$ cat src/rtl/maq_mh_if.sv
// Minutes/hours stage bus: count inputs and pushbuttons in, BCD digits, mode and day carry out.
// master drives the inputs (seconds stage / buttons); slave is the counter itself.
interface maq_mh_if;
  logic       maqmh_enable;
  logic       maqmh_incrementaminuto;
  logic       maqmh_set_btn;
  logic       maqmh_inc_btn;
  logic [3:0] maqmh_min_lsd;
  logic [2:0] maqmh_min_msd;
  logic [3:0] maqmh_hour_lsd;
  logic [1:0] maqmh_hour_msd;
  logic [1:0] maqmh_mode;
  logic       maqmh_incrementadia;

  modport master (
    output maqmh_enable, maqmh_incrementaminuto, maqmh_set_btn, maqmh_inc_btn,
    input  maqmh_min_lsd, maqmh_min_msd, maqmh_hour_lsd, maqmh_hour_msd,
           maqmh_mode, maqmh_incrementadia
  );

  modport slave (
    input  maqmh_enable, maqmh_incrementaminuto, maqmh_set_btn, maqmh_inc_btn,
    output maqmh_min_lsd, maqmh_min_msd, maqmh_hour_lsd, maqmh_hour_msd,
           maqmh_mode, maqmh_incrementadia
  );
endinterface

$ cat src/rtl/maq_mh.sv
// BCD minutes/hours counter with RUN/SET_HOUR/SET_MIN adjust FSM and one-cycle day-carry pulse.
// All outputs registered; an input rising edge shows up one cycle later; no backpressure.
module maq_mh #(
  parameter int MAX_HOUR = 23
) (
  input logic      maqmh_clock,
  input logic      maqmh_reset,
  maq_mh_if.slave  bus
);

  typedef enum logic [1:0] {
    RUN      = 2'b00,
    SET_HOUR = 2'b01,
    SET_MIN  = 2'b10
  } mode_e;

  localparam logic [1:0] MH_MSD = 2'(MAX_HOUR / 10);
  localparam logic [3:0] MH_LSD = 4'(MAX_HOUR % 10);

  mode_e      mode_q, mode_d;
  logic [3:0] min_lsd_q, min_lsd_d;
  logic [2:0] min_msd_q, min_msd_d;
  logic [3:0] hour_lsd_q, hour_lsd_d;
  logic [1:0] hour_msd_q, hour_msd_d;
  logic       dia_q, dia_d;
  logic       min_prev_q, min_prev_d;
  logic       set_prev_q, set_prev_d;
  logic       inc_prev_q, inc_prev_d;

  logic       min_edge, set_edge, inc_edge;
  logic       min_wrap, hour_wrap;
  logic [3:0] min_lsd_nx, hour_lsd_nx;
  logic [2:0] min_msd_nx;
  logic [1:0] hour_msd_nx;

  assign min_edge = bus.maqmh_incrementaminuto & ~min_prev_q;
  assign set_edge = bus.maqmh_set_btn & ~set_prev_q;
  assign inc_edge = bus.maqmh_inc_btn & ~inc_prev_q;

  // Incremented values of each field, shared by counting and manual adjust.
  always_comb begin
    min_wrap  = (min_msd_q == 3'd5) && (min_lsd_q == 4'd9);
    hour_wrap = (hour_msd_q == MH_MSD) && (hour_lsd_q == MH_LSD);

    if (min_wrap) begin
      min_msd_nx = 3'd0;
      min_lsd_nx = 4'd0;
    end else if (min_lsd_q == 4'd9) begin
      min_msd_nx = min_msd_q + 3'd1;
      min_lsd_nx = 4'd0;
    end else begin
      min_msd_nx = min_msd_q;
      min_lsd_nx = min_lsd_q + 4'd1;
    end

    if (hour_wrap) begin
      hour_msd_nx = 2'd0;
      hour_lsd_nx = 4'd0;
    end else if (hour_lsd_q == 4'd9) begin
      hour_msd_nx = hour_msd_q + 2'd1;
      hour_lsd_nx = 4'd0;
    end else begin
      hour_msd_nx = hour_msd_q;
      hour_lsd_nx = hour_lsd_q + 4'd1;
    end
  end

  always_comb begin
    mode_d     = mode_q;
    min_lsd_d  = min_lsd_q;
    min_msd_d  = min_msd_q;
    hour_lsd_d = hour_lsd_q;
    hour_msd_d = hour_msd_q;
    dia_d      = 1'b0;
    min_prev_d = bus.maqmh_incrementaminuto;
    set_prev_d = bus.maqmh_set_btn;
    inc_prev_d = bus.maqmh_inc_btn;

    case (mode_q)
      RUN: begin
        if (min_edge && bus.maqmh_enable) begin
          min_lsd_d = min_lsd_nx;
          min_msd_d = min_msd_nx;
          if (min_wrap) begin
            hour_lsd_d = hour_lsd_nx;
            hour_msd_d = hour_msd_nx;
            dia_d      = hour_wrap;
          end
        end
        if (set_edge) mode_d = SET_HOUR;
      end
      // A set edge beats a simultaneous inc edge in both adjust modes.
      SET_HOUR: begin
        if (set_edge) begin
          mode_d = SET_MIN;
        end else if (inc_edge) begin
          hour_lsd_d = hour_lsd_nx;
          hour_msd_d = hour_msd_nx;
        end
      end
      SET_MIN: begin
        if (set_edge) begin
          mode_d = RUN;
        end else if (inc_edge) begin
          min_lsd_d = min_lsd_nx;
          min_msd_d = min_msd_nx;
        end
      end
      default: mode_d = RUN;
    endcase
  end

  // Prev registers reset high so inputs held through reset give no edge.
  always_ff @(posedge maqmh_clock or negedge maqmh_reset) begin
    if (!maqmh_reset) begin
      mode_q     <= RUN;
      min_lsd_q  <= 4'd0;
      min_msd_q  <= 3'd0;
      hour_lsd_q <= 4'd0;
      hour_msd_q <= 2'd0;
      dia_q      <= 1'b0;
      min_prev_q <= 1'b1;
      set_prev_q <= 1'b1;
      inc_prev_q <= 1'b1;
    end else begin
      mode_q     <= mode_d;
      min_lsd_q  <= min_lsd_d;
      min_msd_q  <= min_msd_d;
      hour_lsd_q <= hour_lsd_d;
      hour_msd_q <= hour_msd_d;
      dia_q      <= dia_d;
      min_prev_q <= min_prev_d;
      set_prev_q <= set_prev_d;
      inc_prev_q <= inc_prev_d;
    end
  end

  assign bus.maqmh_min_lsd       = min_lsd_q;
  assign bus.maqmh_min_msd       = min_msd_q;
  assign bus.maqmh_hour_lsd      = hour_lsd_q;
  assign bus.maqmh_hour_msd      = hour_msd_q;
  assign bus.maqmh_mode          = mode_q;
  assign bus.maqmh_incrementadia = dia_q;

endmodule

$ cat src/flat_wrapper.sv
// flat-port wrapper written by rule: the top's interface ports become plain ports
module maq_mh_flat 
#(
  parameter int MAX_HOUR = 23
)
  (maqmh_clock, maqmh_reset, bus_maqmh_enable, bus_maqmh_incrementaminuto, bus_maqmh_set_btn, bus_maqmh_inc_btn, bus_maqmh_min_lsd, bus_maqmh_min_msd, bus_maqmh_hour_lsd, bus_maqmh_hour_msd, bus_maqmh_mode, bus_maqmh_incrementadia);
  maq_mh_if bus_i ();
  input logic maqmh_clock;
  input logic maqmh_reset;
  input wire logic [$bits(bus_i.maqmh_enable)-1:0] bus_maqmh_enable;
  input wire logic [$bits(bus_i.maqmh_incrementaminuto)-1:0] bus_maqmh_incrementaminuto;
  input wire logic [$bits(bus_i.maqmh_set_btn)-1:0] bus_maqmh_set_btn;
  input wire logic [$bits(bus_i.maqmh_inc_btn)-1:0] bus_maqmh_inc_btn;
  output wire logic [$bits(bus_i.maqmh_min_lsd)-1:0] bus_maqmh_min_lsd;
  output wire logic [$bits(bus_i.maqmh_min_msd)-1:0] bus_maqmh_min_msd;
  output wire logic [$bits(bus_i.maqmh_hour_lsd)-1:0] bus_maqmh_hour_lsd;
  output wire logic [$bits(bus_i.maqmh_hour_msd)-1:0] bus_maqmh_hour_msd;
  output wire logic [$bits(bus_i.maqmh_mode)-1:0] bus_maqmh_mode;
  output wire logic [$bits(bus_i.maqmh_incrementadia)-1:0] bus_maqmh_incrementadia;
  assign bus_i.maqmh_enable = bus_maqmh_enable;
  assign bus_i.maqmh_incrementaminuto = bus_maqmh_incrementaminuto;
  assign bus_i.maqmh_set_btn = bus_maqmh_set_btn;
  assign bus_i.maqmh_inc_btn = bus_maqmh_inc_btn;
  assign bus_maqmh_min_lsd = bus_i.maqmh_min_lsd;
  assign bus_maqmh_min_msd = bus_i.maqmh_min_msd;
  assign bus_maqmh_hour_lsd = bus_i.maqmh_hour_lsd;
  assign bus_maqmh_hour_msd = bus_i.maqmh_hour_msd;
  assign bus_maqmh_mode = bus_i.maqmh_mode;
  assign bus_maqmh_incrementadia = bus_i.maqmh_incrementadia;
  maq_mh #(.MAX_HOUR(MAX_HOUR)) u_core (.maqmh_clock(maqmh_clock), .maqmh_reset(maqmh_reset), .bus(bus_i));
endmodule
$ cat config.mk
export PLATFORM = sky130hd
export DESIGN_NAME = maq_mh_flat
export DESIGN_NICKNAME = d
export VERILOG_FILES = /design/src/rtl/maq_mh_if.sv /design/src/rtl/maq_mh.sv /design/src/flat_wrapper.sv
export SDC_FILE = /design/constraint.sdc
export NUM_CORES = 1
export LEC_CHECK = 0
export CAP_MARGIN = 20
export CORE_MARGIN = 1
export CORE_UTILIZATION = 53
export DETAILED_ROUTE_END_ITERATION = 12
export PLACE_DENSITY = 0.93
export SLEW_MARGIN = 10
export SYNTH_ARGS = -nofsm -noshare
export SYNTH_HDL_FRONTEND = slang
export SYNTH_SLANG_ARGS = --single-unit
$ cat constraint.sdc
create_clock -name maqmh_clock -period 3.8 [get_ports maqmh_clock]
set_input_delay 0.76 -clock maqmh_clock [delete_from_list [all_inputs] [get_ports maqmh_clock]]
set_output_delay 0.76 -clock maqmh_clock [all_outputs]
set_load 0.03 [all_outputs]
==> out/qor.yml <==
crit_family: "buffers and inverters"
synth_seq_cells: 19
setup_tns_ns: 0
yosys.area.top_type_share_pct: 38.42
timing.final.crit_period_ns: 2.344
cp_max_fo: 7
crit_path_max_incr_delay_ns: 0.74
nets: 120
cts_resized: 0
io_pins: 22
crit_type: "reg -> out"
max_cap_violations: 0
numPortBuffers: 21
synthTopCellsByArea: "dfrtp_1, dfstp_2, ha_1"
r2r_slack_ns: 1.98
critical_path.startpoint_type: "register"
via_per_inst: 5.836
hold_ws_ns: 0.5341
cts_htree_levels: 1
tritoncts: "yes"
core_region_area_sq_um: 1783
max_slew_margin_pct: 45.10
final_cell_mix: "clkdlybuf4s50_1, dfrtp_1, nor2_1, nand2b_1, ha_1"
grt_pass1_vias: 739
status: "finished, final reports clean"
firstDrtPassIters: 4
cts.sinks: 19
dp.cells: 130
stdcell_count: 134
synth.largest_area_cell: "dfrtp_1"
ant_nets: 0
synth_cells: 86
slew_viol_final: 0
cts_buffer_depth: 2
synth_cell_types: 35
cp_data_required_time_ns: 3.04
drc: 0
antenna_found_initial: 0
setup_ws_ns: 1.456
worst_pin_slew_ns: 0.8210
hpwl_um: 1506
timing.final.hold_violations: 0
initial_utilization_pct: 58.46
total_power_uw: 906.8
slowest_stage: "clkdlybuf4s50_1"
leakagePower_nw: 0.5224
cts_buffers: 3
regToRegStartpoint: "u_core.bus.maqmh_mode[1]$_DFFE_PN0P_"
finalCritPeriodShare_pct: 61.67
area_growth_pct: 23.53
n_antenna_cell: 0
clock_latency_ns: 0.30
path_clk_slew_ns: 0.11
ys_seq_area_share_pct: 45.98
avgRoutedWirePerCell_um: 15.26
grt_max_degree: 20
end_kind: "output port"
root_buffer: "clkbuf_4"
critPathBufInv: 1
grt_setup_unrepaired: "no"
setup_violations: 0
cts_setup_buffers: 0
dr.first_iter.drc_count: 19
vdd.ir_drop.worst_mv: 0.4462
wl_um: 2045
min_from: "u_core.bus.maqmh_min_msd[2]$_DFFE_PN0P_"
synth_warnings: 0
die_h_um: 46.35
place_ws_ns: 1.338
gp_congestion: 0.7325
holdCritPathClass: "reg -> reg"
syn_nets: 96
grt-ovfl-total: 0
rows: 15
arrival_ns: 1.58
final_common_cell: "clkdlybuf4s50_1"
vias: 782
avgSynthCellArea_sq_um: 12.12
die_area_sq_um: 2148
syn_area_sq_um: 1042
fin_skew_ns: 0.002568
ctsHoldBuffers: 0
die_w_um: 46.35
max_freq_mhz: 426.7
grtUsageTotal_pct: 23.23
grt_pass1_wl_um: 3381
critical_path.cell_chain: "clkdlybuf4s50_1"
drive_gt1_share_pct: 16.51
critPathLaunch: "u_core.bus.maqmh_mode[0]$_DFFE_PN0P_"
power_density_nw_per_um2: 704.3
-- routing by layer --
layer  vias to the layer above  track usage, %  wire length [um]
met2                        24           38.61              1023
met3                         4           4.706                77
li1                        360               -                 -
met4                         0           7.059                21
met5                         -               0                 0
met1                       394           30.20               922
-- report_power, final --
part	leakage, nW	internal, mW	total [mW]	switching (mW)
Combinational	0.274	0.207	0.436	0.229
Clock	0.0150	0.0409	0.105	0.0636
Sequential	0.234	0.263	0.367	0.104
-- through the flow --
step	instance area, sq um	utilization (%)
3_3_place_gp	1261	70.74
3_5_place_dp	1261	70.74
2_1_floorplan	1042	-
6_report	1287	72.21
4_1_cts	1287	72.21
5_1_grt	1287	72.21
-- cell usage after synthesis (all sizes together) --
cell      n
dfrtp    16
nor2     10
mux2      6
o21ai     5
ha        4
nand2b    4
dfstp     3
inv       3
nand2     3
nor4b     3
o221ai    3
o2bb2ai   3
xnor2     3
a21oi     2
and2      2
buf       2
nor2b     2
o22ai     2
a21boi    1
a221o     1
and3      1
and4      1
and4b     1
and4bb    1
nand4bb   1
nor3b     1
o2111a    1
o211ai    1
-- logic make-up after synthesis --
kind of cell / after synthesis / share of synthesized area, %
mux: 6 / 7.562
xor+xnor: 3 / 2.521
compound gates: 19 / 14.53
fa+ha+maj: 4 / 4.802
buf+inv: 5 / 3.241
flops: 19 / 45.98
simple gates: 30 / 21.37
-- registers in the layout, indices dropped and copies added, names as in the netlist --
signal                          flops
u_core.bus.maqmh_hour_lsd           4
u_core.bus.maqmh_hour_msd           2
u_core.bus.maqmh_incrementadia      1
u_core.bus.maqmh_min_lsd            4
u_core.bus.maqmh_min_msd            3
u_core.bus.maqmh_mode               2
u_core.inc_prev_q                   1
u_core.min_prev_q                   1
u_core.set_prev_q                   1
-- worst paths after layout --
path / endpoint / cells past startpoint
worst max-delay path: bus_maqmh_mode[0] / 1
worst min-delay path: u_core.bus.maqmh_min_msd[2]$_DFFE_PN0P_ / 1
worst max register to register: u_core.bus.maqmh_hour_msd[0]$_DFFE_PN0P_ / 4
worst min register to register: u_core.bus.maqmh_min_msd[2]$_DFFE_PN0P_ / 1
max in group asynchronous: u_core.bus.maqmh_min_lsd[2]$_DFFE_PN0P_ / 1
min in group asynchronous: u_core.bus.maqmh_min_lsd[1]$_DFFE_PN0P_ / 1
-- cell type report --
cell class	count	area, sq um
Multi-Input combinational cell	62	529.3
Inverter	3	11.26
Clock buffer	4	26.28
Tap cell	25	31.28
Timing Repair Buffer	21	210.2
Sequential cell	19	479.2
Fill cell	123	495.5
(Power assumes the default switching activity.)
